[config.mk]
export PLATFORM = sky130hd
export DESIGN_NAME = alu_arbiter_flat
export DESIGN_NICKNAME = d
export VERILOG_FILES = /design/src/rtl/alu_arbiter_if.sv /design/src/rtl/alu_arbiter.sv /design/src/flat_wrapper.sv
export SDC_FILE = /design/constraint.sdc
export NUM_CORES = 1
export LEC_CHECK = 0
export ABC_AREA = 1
export CORE_ASPECT_RATIO = 1.2
export CORE_MARGIN = 4
export CORE_UTILIZATION = 40
export DETAILED_ROUTE_END_ITERATION = 10
export GPL_ROUTABILITY_DRIVEN = 1
export PLACE_DENSITY = 0.88
export SYNTH_ARGS = -nofsm -noshare
export SYNTH_HDL_FRONTEND = slang
export SYNTH_SLANG_ARGS = --single-unit
export TNS_END_PERCENT = 10
[constraint.sdc]
create_clock -name clk -period 1.44 [get_ports clk]
set_input_delay 0.144 -clock clk [delete_from_list [all_inputs] [get_ports clk]]
set_output_delay 0.144 -clock clk [all_outputs]
set_load 0.05 [all_outputs]
[src/rtl/alu_arbiter_if.sv]
`default_nettype none
// ============================================================================
// Module      : alu_arbiter_if
// Description : Bundle of the two request channels, the tagged response
//               channel and the ALU-side signals of the shared-ALU arbiter.
//               The slave modport is the arbiter's view; the master modport
//               is the view of the surrounding requesters, consumer and ALU.
// Revision    : 1.0 - initial release
// ============================================================================
interface alu_arbiter_if #(
  parameter int WIDTH = 32
);
  logic             req0_valid;
  logic             req0_ready;
  logic [3:0]       req0_sel;
  logic [WIDTH-1:0] req0_a;
  logic [WIDTH-1:0] req0_b;

  logic             req1_valid;
  logic             req1_ready;
  logic [3:0]       req1_sel;
  logic [WIDTH-1:0] req1_a;
  logic [WIDTH-1:0] req1_b;

  logic             rsp_valid;
  logic             rsp_ready;
  logic             rsp_id;
  logic [WIDTH-1:0] rsp_result;
  logic             rsp_zero;

  logic [3:0]       ALU_SEL;
  logic [WIDTH-1:0] alu_a;
  logic [WIDTH-1:0] alu_b;
  logic [WIDTH-1:0] alu_result;
  logic             alu_zero;

  logic             busy;

  modport slave (
    input  req0_valid, req0_sel, req0_a, req0_b,
    input  req1_valid, req1_sel, req1_a, req1_b,
    input  rsp_ready, alu_result, alu_zero,
    output req0_ready, req1_ready,
    output rsp_valid, rsp_id, rsp_result, rsp_zero,
    output ALU_SEL, alu_a, alu_b, busy
  );

  modport master (
    output req0_valid, req0_sel, req0_a, req0_b,
    output req1_valid, req1_sel, req1_a, req1_b,
    output rsp_ready, alu_result, alu_zero,
    input  req0_ready, req1_ready,
    input  rsp_valid, rsp_id, rsp_result, rsp_zero,
    input  ALU_SEL, alu_a, alu_b, busy
  );
endinterface
`default_nettype wire

[src/rtl/alu_arbiter.sv]
`default_nettype none
// ============================================================================
// Module      : alu_arbiter
// Description : Round-robin arbiter/sequencer in front of one shared ALU.
//               Grants one of two requesters, holds the operands on the ALU
//               for ALU_LAT cycles, captures result and zero flag, and
//               returns them on a single tagged response channel.
// Revision    : 1.0 - initial release
// ============================================================================
module alu_arbiter #(
  parameter int WIDTH   = 32,
  parameter int ALU_LAT = 1
) (
  input  wire logic       clk,
  input  wire logic       rst,
  alu_arbiter_if.slave    bus
);

  typedef enum logic [1:0] {
    IDLE = 2'd0,
    EXEC = 2'd1,
    RESP = 2'd2
  } state_t;

  localparam logic [3:0] CNT_INIT = 4'(ALU_LAT);

  state_t           state_q, state_d;
  logic [3:0]       op_sel_q, op_sel_d;
  logic [WIDTH-1:0] op_a_q, op_a_d;
  logic [WIDTH-1:0] op_b_q, op_b_d;
  logic             op_id_q, op_id_d;
  logic [3:0]       cnt_q, cnt_d;
  logic             last_grant_q, last_grant_d;
  logic [WIDTH-1:0] rsp_result_q, rsp_result_d;
  logic             rsp_zero_q, rsp_zero_d;
  logic             rsp_id_q, rsp_id_d;

  logic             grant0;
  logic             grant1;

  // Round-robin grant, only offered in IDLE; ready is held low during reset.
  always_comb begin
    grant0 = 1'b0;
    grant1 = 1'b0;
    if (state_q == IDLE && !rst) begin
      if (bus.req0_valid && bus.req1_valid) begin
        grant0 = last_grant_q;
        grant1 = !last_grant_q;
      end else begin
        grant0 = bus.req0_valid;
        grant1 = bus.req1_valid;
      end
    end
  end

  // Next-state and datapath update for the IDLE/EXEC/RESP sequencer.
  always_comb begin
    state_d      = state_q;
    op_sel_d     = op_sel_q;
    op_a_d       = op_a_q;
    op_b_d       = op_b_q;
    op_id_d      = op_id_q;
    cnt_d        = cnt_q;
    last_grant_d = last_grant_q;
    rsp_result_d = rsp_result_q;
    rsp_zero_d   = rsp_zero_q;
    rsp_id_d     = rsp_id_q;
    case (state_q)
      IDLE: begin
        if (grant0 || grant1) begin
          op_sel_d     = grant1 ? bus.req1_sel : bus.req0_sel;
          op_a_d       = grant1 ? bus.req1_a   : bus.req0_a;
          op_b_d       = grant1 ? bus.req1_b   : bus.req0_b;
          op_id_d      = grant1;
          last_grant_d = grant1;
          cnt_d        = CNT_INIT;
          state_d      = EXEC;
        end
      end
      EXEC: begin
        cnt_d = cnt_q - 4'd1;
        // The ALU has had op_* for ALU_LAT cycles once cnt reaches 1.
        if (cnt_q == 4'd1) begin
          rsp_result_d = bus.alu_result;
          rsp_zero_d   = bus.alu_zero;
          rsp_id_d     = op_id_q;
          state_d      = RESP;
        end
      end
      RESP: begin
        if (bus.rsp_ready) begin
          state_d = IDLE;
        end
      end
      default: state_d = IDLE;
    endcase
  end

  // State and datapath registers; last_grant resets to 1 so req0 wins first.
  always_ff @(posedge clk) begin
    if (rst) begin
      state_q      <= IDLE;
      op_sel_q     <= '0;
      op_a_q       <= '0;
      op_b_q       <= '0;
      op_id_q      <= 1'b0;
      cnt_q        <= '0;
      last_grant_q <= 1'b1;
      rsp_result_q <= '0;
      rsp_zero_q   <= 1'b0;
      rsp_id_q     <= 1'b0;
    end else begin
      state_q      <= state_d;
      op_sel_q     <= op_sel_d;
      op_a_q       <= op_a_d;
      op_b_q       <= op_b_d;
      op_id_q      <= op_id_d;
      cnt_q        <= cnt_d;
      last_grant_q <= last_grant_d;
      rsp_result_q <= rsp_result_d;
      rsp_zero_q   <= rsp_zero_d;
      rsp_id_q     <= rsp_id_d;
    end
  end

  assign bus.req0_ready = grant0;
  assign bus.req1_ready = grant1;
  assign bus.rsp_valid  = (state_q == RESP);
  assign bus.rsp_id     = rsp_id_q;
  assign bus.rsp_result = rsp_result_q;
  assign bus.rsp_zero   = rsp_zero_q;
  assign bus.ALU_SEL    = op_sel_q;
  assign bus.alu_a      = op_a_q;
  assign bus.alu_b      = op_b_q;
  assign bus.busy       = (state_q != IDLE);

endmodule
`default_nettype wire

[src/flat_wrapper.sv]
// flat-port wrapper written by rule: the top's interface ports become plain ports
module alu_arbiter_flat 
#(
  parameter int WIDTH   = 32,
  parameter int ALU_LAT = 1
)
  (clk, rst, bus_req0_valid, bus_req0_sel, bus_req0_a, bus_req0_b, bus_req1_valid, bus_req1_sel, bus_req1_a, bus_req1_b, bus_rsp_ready, bus_alu_result, bus_alu_zero, bus_req0_ready, bus_req1_ready, bus_rsp_valid, bus_rsp_id, bus_rsp_result, bus_rsp_zero, bus_ALU_SEL, bus_alu_a, bus_alu_b, bus_busy);
  alu_arbiter_if #(.WIDTH(WIDTH)) bus_i ();
  input  wire logic clk;
  input  wire logic rst;
  input wire logic [$bits(bus_i.req0_valid)-1:0] bus_req0_valid;
  input wire logic [$bits(bus_i.req0_sel)-1:0] bus_req0_sel;
  input wire logic [$bits(bus_i.req0_a)-1:0] bus_req0_a;
  input wire logic [$bits(bus_i.req0_b)-1:0] bus_req0_b;
  input wire logic [$bits(bus_i.req1_valid)-1:0] bus_req1_valid;
  input wire logic [$bits(bus_i.req1_sel)-1:0] bus_req1_sel;
  input wire logic [$bits(bus_i.req1_a)-1:0] bus_req1_a;
  input wire logic [$bits(bus_i.req1_b)-1:0] bus_req1_b;
  input wire logic [$bits(bus_i.rsp_ready)-1:0] bus_rsp_ready;
  input wire logic [$bits(bus_i.alu_result)-1:0] bus_alu_result;
  input wire logic [$bits(bus_i.alu_zero)-1:0] bus_alu_zero;
  output wire logic [$bits(bus_i.req0_ready)-1:0] bus_req0_ready;
  output wire logic [$bits(bus_i.req1_ready)-1:0] bus_req1_ready;
  output wire logic [$bits(bus_i.rsp_valid)-1:0] bus_rsp_valid;
  output wire logic [$bits(bus_i.rsp_id)-1:0] bus_rsp_id;
  output wire logic [$bits(bus_i.rsp_result)-1:0] bus_rsp_result;
  output wire logic [$bits(bus_i.rsp_zero)-1:0] bus_rsp_zero;
  output wire logic [$bits(bus_i.ALU_SEL)-1:0] bus_ALU_SEL;
  output wire logic [$bits(bus_i.alu_a)-1:0] bus_alu_a;
  output wire logic [$bits(bus_i.alu_b)-1:0] bus_alu_b;
  output wire logic [$bits(bus_i.busy)-1:0] bus_busy;
  assign bus_i.req0_valid = bus_req0_valid;
  assign bus_i.req0_sel = bus_req0_sel;
  assign bus_i.req0_a = bus_req0_a;
  assign bus_i.req0_b = bus_req0_b;
  assign bus_i.req1_valid = bus_req1_valid;
  assign bus_i.req1_sel = bus_req1_sel;
  assign bus_i.req1_a = bus_req1_a;
  assign bus_i.req1_b = bus_req1_b;
  assign bus_i.rsp_ready = bus_rsp_ready;
  assign bus_i.alu_result = bus_alu_result;
  assign bus_i.alu_zero = bus_alu_zero;
  assign bus_req0_ready = bus_i.req0_ready;
  assign bus_req1_ready = bus_i.req1_ready;
  assign bus_rsp_valid = bus_i.rsp_valid;
  assign bus_rsp_id = bus_i.rsp_id;
  assign bus_rsp_result = bus_i.rsp_result;
  assign bus_rsp_zero = bus_i.rsp_zero;
  assign bus_ALU_SEL = bus_i.ALU_SEL;
  assign bus_alu_a = bus_i.alu_a;
  assign bus_alu_b = bus_i.alu_b;
  assign bus_busy = bus_i.busy;
  alu_arbiter #(.WIDTH(WIDTH), .ALU_LAT(ALU_LAT)) u_core (.clk(clk), .rst(rst), .bus(bus_i));
endmodule
==> results of run 1 <==
==> per-layer routing <==
layer  up-vias  wire length [µm]  track usage (%)
met2       234              9170             40.9
li1       3142                 -                -
met5         -                 0                0
met3        19              1370             5.59
met1      2732              6920             25.7
met4         0               288             6.01
==> power groups by stage <==
stage / logic (mW) / registers, mW / clock network [mW]
final: 3.79 / 3.54 / 2.54
after global routing: 4.05 / 3.58 / 2.73
after CTS: 3.76 / 3.54 / 2.59
after detailed placement: 3.67 / 3.60 / 0
after global placement: 3.62 / 3.59 / 0
after floorplan: 1.14 / 4.59 / 0
==> sequential cells by signal, indices dropped and copies added (netlist names) <==
register	cells
u_core.bus.alu_a	32
u_core.bus.rsp_result	32
u_core.cnt_q	4
u_core.last_grant_q	1
u_core.bus.alu_b	32
u_core.bus.rsp_zero	1
u_core.op_id_q	1
u_core.bus.ALU_SEL	4
u_core.bus.rsp_id	1
u_core.state_q	2
==> logic make-up after synthesis <==
family          count (synthesis)  synth area share [%]
flops                         110                  42.0
fa+ha+maj                       2                 0.477
compound gates                185                  17.8
buf+inv                       144                  11.6
simple gates                  362                  28.1
==> timing repair <==
action | 4_1_cts | 5_1_grt
setup endpoints to repair | 24 | 109
gates cloned | 0 | 1
pin swaps | 12 | 12
endpoints found under the hold margin | 0 | 0
gates resized for setup | 15 | 15
buffers inserted | 7 | 1
==> worst min-delay path, stage by stage <==
cell            delay [ns]
dlymetal6s2s_1        0.15
o211ai_1              0.24
nand2_1               0.11
a21oi_1               0.05
==> metrics by stage <==
step | power [mW] | setup TNS (ns) | worst slack, ns
after detailed placement | 7.27 | -14.26 | -0.232
after CTS | 9.89 | -1.19 | -0.134
after global placement | 7.21 | -12.03 | -0.194
after global routing | 10.4 | -9.00 | -0.171
final | 9.88 | -0.707 | -0.0997
after floorplan | 5.73 | -0.0140 | -0.0137
==> final timing paths <==
path | from | endpoint | slack (ns) | cells after the start
worst max register to register | u_core.state_q[0] | u_core.bus.alu_b[0] | -0.05 | 10
worst min-delay path | bus_req1_valid | u_core.cnt_q[2] | 0.41 | 4
worst max-delay path | u_core.state_q[0] | bus_req1_ready | -0.1 | 8
worst min register to register | u_core.op_id_q | u_core.op_id_q | 0.48 | 2
==> placed cells by master, fill, tap and decap left out, drive strengths merged, types with 2 or more instances in the layout <==
cell,count
a21oi,75
buf,169
clkbuf,12
clkdlybuf4s50,172
clkinv,4
dfxtp,110
ha,2
inv,81
nand2,76
nand3,75
nor2,209
o211ai,2
o21ai,106
==> Yosys cell counts, drive strengths merged, types with 2 or more instances <==
cell / number
a21oi: 75
buf: 49
clkbuf: 13
dfxtp: 110
ha: 2
inv: 81
nand2: 76
nand3: 75
nor2: 209
o211ai: 2
o21ai: 106
==> cell type report <==
class | instances | area (µm²)
fillers | 1024 | 3830
repair buffers | 343 | 3350
multi-input cells | 549 | 2520
flip-flops and latches | 110 | 2210
inverters | 82 | 314
clock buffers | 11 | 243
well taps | 164 | 205
clock inverters | 5 | 57.6
==> qor.txt, run 1 <==
worst clock skew = 0.00812 ns
Syn Inst Count = 803
Cell Area, Synth = 0.00524 mm²
starting DRC count in detailed routing = 447
most used cell, CP = buf_12
Net Sw Frac = 36.0%
Avg Cell Area, Syn = 6.53 µm²
synth top area cells = dfxtp_1 42%, nor2_1 15%, a21oi_1 7.2%, nand3_1 7.0%, inv_1 5.7%
largest net degree at the start of global routing = 57
vias in the first global route = 5795
Post-Route WL = 17700 µm
antenna cells = 0
Hold-fix buffers, CTS = 0
row count = 45
failing checks = negative setup slack
layout cell share with drive strength beyond 1 = 18.6%
Final ANT Viol Nets = 0
Core ar. = 0.0127 mm²
critical-path cell list = inv_4 > buf_6 > nand2_4 > nor2_4 > buf_12 > nand2_8 > clkinvlp_4 > buf_12
CP Capture Type = output port
Final setup viols = 31
CTS root buf = clkbuf_16
final std cells w/o fill = 1264
Clock transition at path regs = 0.07 ns
WL/cell = 14.0 µm
Ys Warns = 0
Pwr per Cell Area = 1110 mW/mm²
CP max FO = 3
Residual DRC = 0
Final HPWL DP = 13400 µm
setup ws final = -0.0997 ns
clock sink total = 110
WP data required = 1.30 ns
Die Footprint = 0.0150 mm²
chip height = 133 µm
static leakage = 4.02 nW
Via Count = 6127
Seq pwr share = 35.9%
num ports = 280
Worst slew margin = 64.8%
Area Growth Syn to Fin = 69.7%
first-pass GRT wire length = 27700 µm
Synthesized Nets = 979
Net Sw Power = 3.56 mW
Pins Over Slew Limit = 0
Post-synth ARST share = 0%
area of placed instances = 0.00839 mm²
CTS max path bufs = 2
status = complete, but fails checks
Clk network pwr share = 25.7%
Hold Vio Cnt, Final = 0
clk_lat worst skew = 0.34 ns
Unique masters post-synth = 22
min-delay worst type = input port to flip-flop
RSZ-0062 raised after global routing = true
Util after Layout = 69.9%
Remaining Overflow, GRT = 0
Int Power = 6.32 mW
peak supply drop = 0.000556 V
CP max stage delay = 0.37 ns
htree depth = 3
worst path buffer plus inverter count = 5
Fmax achieved = 649 MHz
Inserted Clock Buffers = 9
crit path launch type = flip-flop
GPL Wtd Cong = 0.857
Worst Max-Slew Pin Slew = 0.528 ns
Synth top area share = 42.0%
chip width = 113 µm
slowest stage cell, crit path = dfxtp_4
Post-Place Cells = 1239
TritonRoute pass-1 iters = 5
GRT Total Usage = 22.3%
Seq cells post-synth = 110
CTS tree = done
worst hold slack = 0.410 ns
Top delay family on crit path = buffers and inverters
WP data arrival = 1.40 ns
Port Buffer Count = 279
cell taking the most area after synthesis = dfxtp_1
Primary FF master, synth = dfxtp_1
fin crit share = 107%
initial core utilization = 41.2%
initial antenna violation count = 0
total of max-cap violations = 0
Setup CP Type = flip-flop to output port
Comb power frac = 38.4%
Post-synth EDFFs = 0
Period minus WS final = 1.54 ns
# nets final = 1271
drt via density = 4.85
sequential area share after synthesis = 42.0%
final instance area = 0.00890 mm²
Note: power is estimated with default switching activity, not from simulation.
==> run 2, diff against run 1 <==
--- a/config.mk
+++ b/config.mk
@@ -12,6 +12,7 @@
 export DETAILED_ROUTE_END_ITERATION = 10
 export GPL_ROUTABILITY_DRIVEN = 1
 export PLACE_DENSITY = 0.88
+export SKIP_CTS_REPAIR_TIMING = 1
 export SYNTH_ARGS = -nofsm -noshare
 export SYNTH_HDL_FRONTEND = slang
 export SYNTH_SLANG_ARGS = --single-unit
==> qor.txt, run 2 (synthesis gave the netlist of run 1 again) <==
layout cell share with drive strength beyond 1 = 18.7%
drt via density = 4.86
clk_lat worst skew = 0.34 ns
critical hold path startpoint = bus_alu_result[18]
initial core utilization = 41.2%
CTS max path bufs = 2
worst clock skew = 0.00845 ns
Multi-input gate area = 0.00253 mm²
Final Power = 9.89 mW
CTS tree = done
Residual DRC = 0
Final HPWL DP = 13400 µm
Area Growth Syn to Fin = 69.7%
Register Area = 0.00221 mm²
fin crit share = 112%
slowest stage cell, crit path = dfxtp_4
vias in the first global route = 5702
initial antenna violation count = 0
most frequent cells in the layout = 205 x nor2_1, 173 x clkdlybuf4s50_1, 136 x buf_4
Pwr per Cell Area = 1110 mW/mm²
static leakage = 4.01 nW
hold path cells = 3
CTS root buf = clkbuf_16
chip width = 113 µm
row count = 45
Clock transition at path regs = 0.08 ns
worst path buffer plus inverter count = 5
RSZ-0062 raised after global routing = true
crit path launch type = flip-flop
status = complete, but fails checks
Top delay family on crit path = buffers and inverters
critical-path cell list = inv_4 > buf_6 > nand2_4 > nor2_4 > buf_12 > nand2_8 > clkinvlp_4 > buf_12
total of max-cap violations = 0
min-delay worst type = input port to flip-flop
Hold Path End = u_core.bus.rsp_result[18]
Worst slew margin = 64.9%
num ports = 280
WP data required = 1.30 ns
Core ar. = 0.0127 mm²
Fmax achieved = 619 MHz
Period minus WS final = 1.62 ns
TritonRoute pass-1 iters = 7
peak supply drop = 0.000557 V
worst flop-to-flop path startpoint = u_core.state_q[0]
Port Buffer Count = 279
setup ws final = -0.176 ns
Worst Max-Slew Pin Slew = 0.526 ns
WL/cell = 14.2 µm
CP Capture Type = output port
WP data arrival = 1.47 ns
Final ANT Viol Nets = 0
Post-Route WL = 17900 µm
antenna cells = 0
CP max stage delay = 0.37 ns
chip height = 133 µm
most common cell after layout, fill and taps aside = nor2_1
htree depth = 3
Pins Over Slew Limit = 0
Util after Layout = 69.9%
Die Footprint = 0.0150 mm²
Final setup viols = 38
Filler cells = 1030
clock sink total = 110
failing checks = negative setup slack
largest net degree at the start of global routing = 57
Hold Vio Cnt, Final = 0
# nets final = 1270
Inserted Clock Buffers = 9
Remaining Overflow, GRT = 0
starting DRC count in detailed routing = 425
Setup CP Type = flip-flop to output port
worst flop-to-flop path endpoint = u_core.bus.alu_a[7]
cell count of the worst reg-to-reg path = 11
setup slack, reg-to-reg = -0.12 ns
CP max FO = 3
Via Count = 6142
most used cell, CP = buf_12
GPL Wtd Cong = 0.857
first-pass GRT wire length = 27300 µm
GRT Total Usage = 22.0%
==> run 2: power breakdown <==
part	internal [mW]	switching, mW
clock	1.40	1.15
sequential	3.36	0.187
combinational	1.55	2.24
total	6.32	3.57
==> run 2: cell type report <==
type / instances / share of cell area [%]
multi-input cells: 549 / 28.5
clock buffers: 11 / 2.73
well taps: 164 / 2.31
inverters: 82 / 3.53
repair buffers: 342 / 37.5
clock inverters: 5 / 0.647
flip-flops and latches: 110 / 24.8
==> run 2: how the worst max path moves through the flow <==
stage | from | to | slack (ns) | depth (start not counted)
floorplan | u_core.state_q[1] | bus_req1_ready | -0.01 | 7
global placement | bus_req1_valid | u_core.bus.alu_a[9] | -0.19 | 7
finish | u_core.state_q[0] | bus_req1_ready | -0.18 | 8
detailed placement | rst | u_core.bus.alu_a[24] | -0.23 | 8
CTS | u_core.state_q[0] | bus_req1_ready | -0.29 | 8
global route | u_core.state_q[0] | bus_req1_ready | -0.24 | 8
==> run 2: per-stage QoR <==
step	setup TNS [ns]	setup slack (ns)	std cells	hold slack, ns	area [µm²]
global placement	-12.03	-0.194	1239	0.445	8390
detailed placement	-14.26	-0.232	1239	0.446	8390
floorplan	-0.0140	-0.0137	803	0.213	5260
finish	-2.08	-0.176	1263	0.432	8900
CTS	-0.741	-0.291	1255	0.419	8690
global route	-8.83	-0.240	1263	0.449	8900
==> run 2: per-layer routing <==
| metal | global-route usage (%) | part of all wire (%) | vias to the layer above |
|---|---|---|---|
| met5 | 0 | 0 | - |
| met4 | 6.28 | 1.8 | 0 |
| met3 | 5.54 | 7.9 | 23 |
| met2 | 39.7 | 51 | 239 |
| met1 | 25.5 | 39 | 2734 |
| li1 | - | - | 3146 |
==> run 2: worst register-to-register path: stages (launching register included) <==
cell and delay (ns):
dfxtp_4 0.37, inv_4 0.06, buf_6 0.09, nand2_4 0.05, nor2_4 0.17, buf_12 0.14
buf_12 0.15, buf_12 0.16, nand3_1 0.07, nand2_1 0.06, nor2_1 0.04, nor2_1 0.13
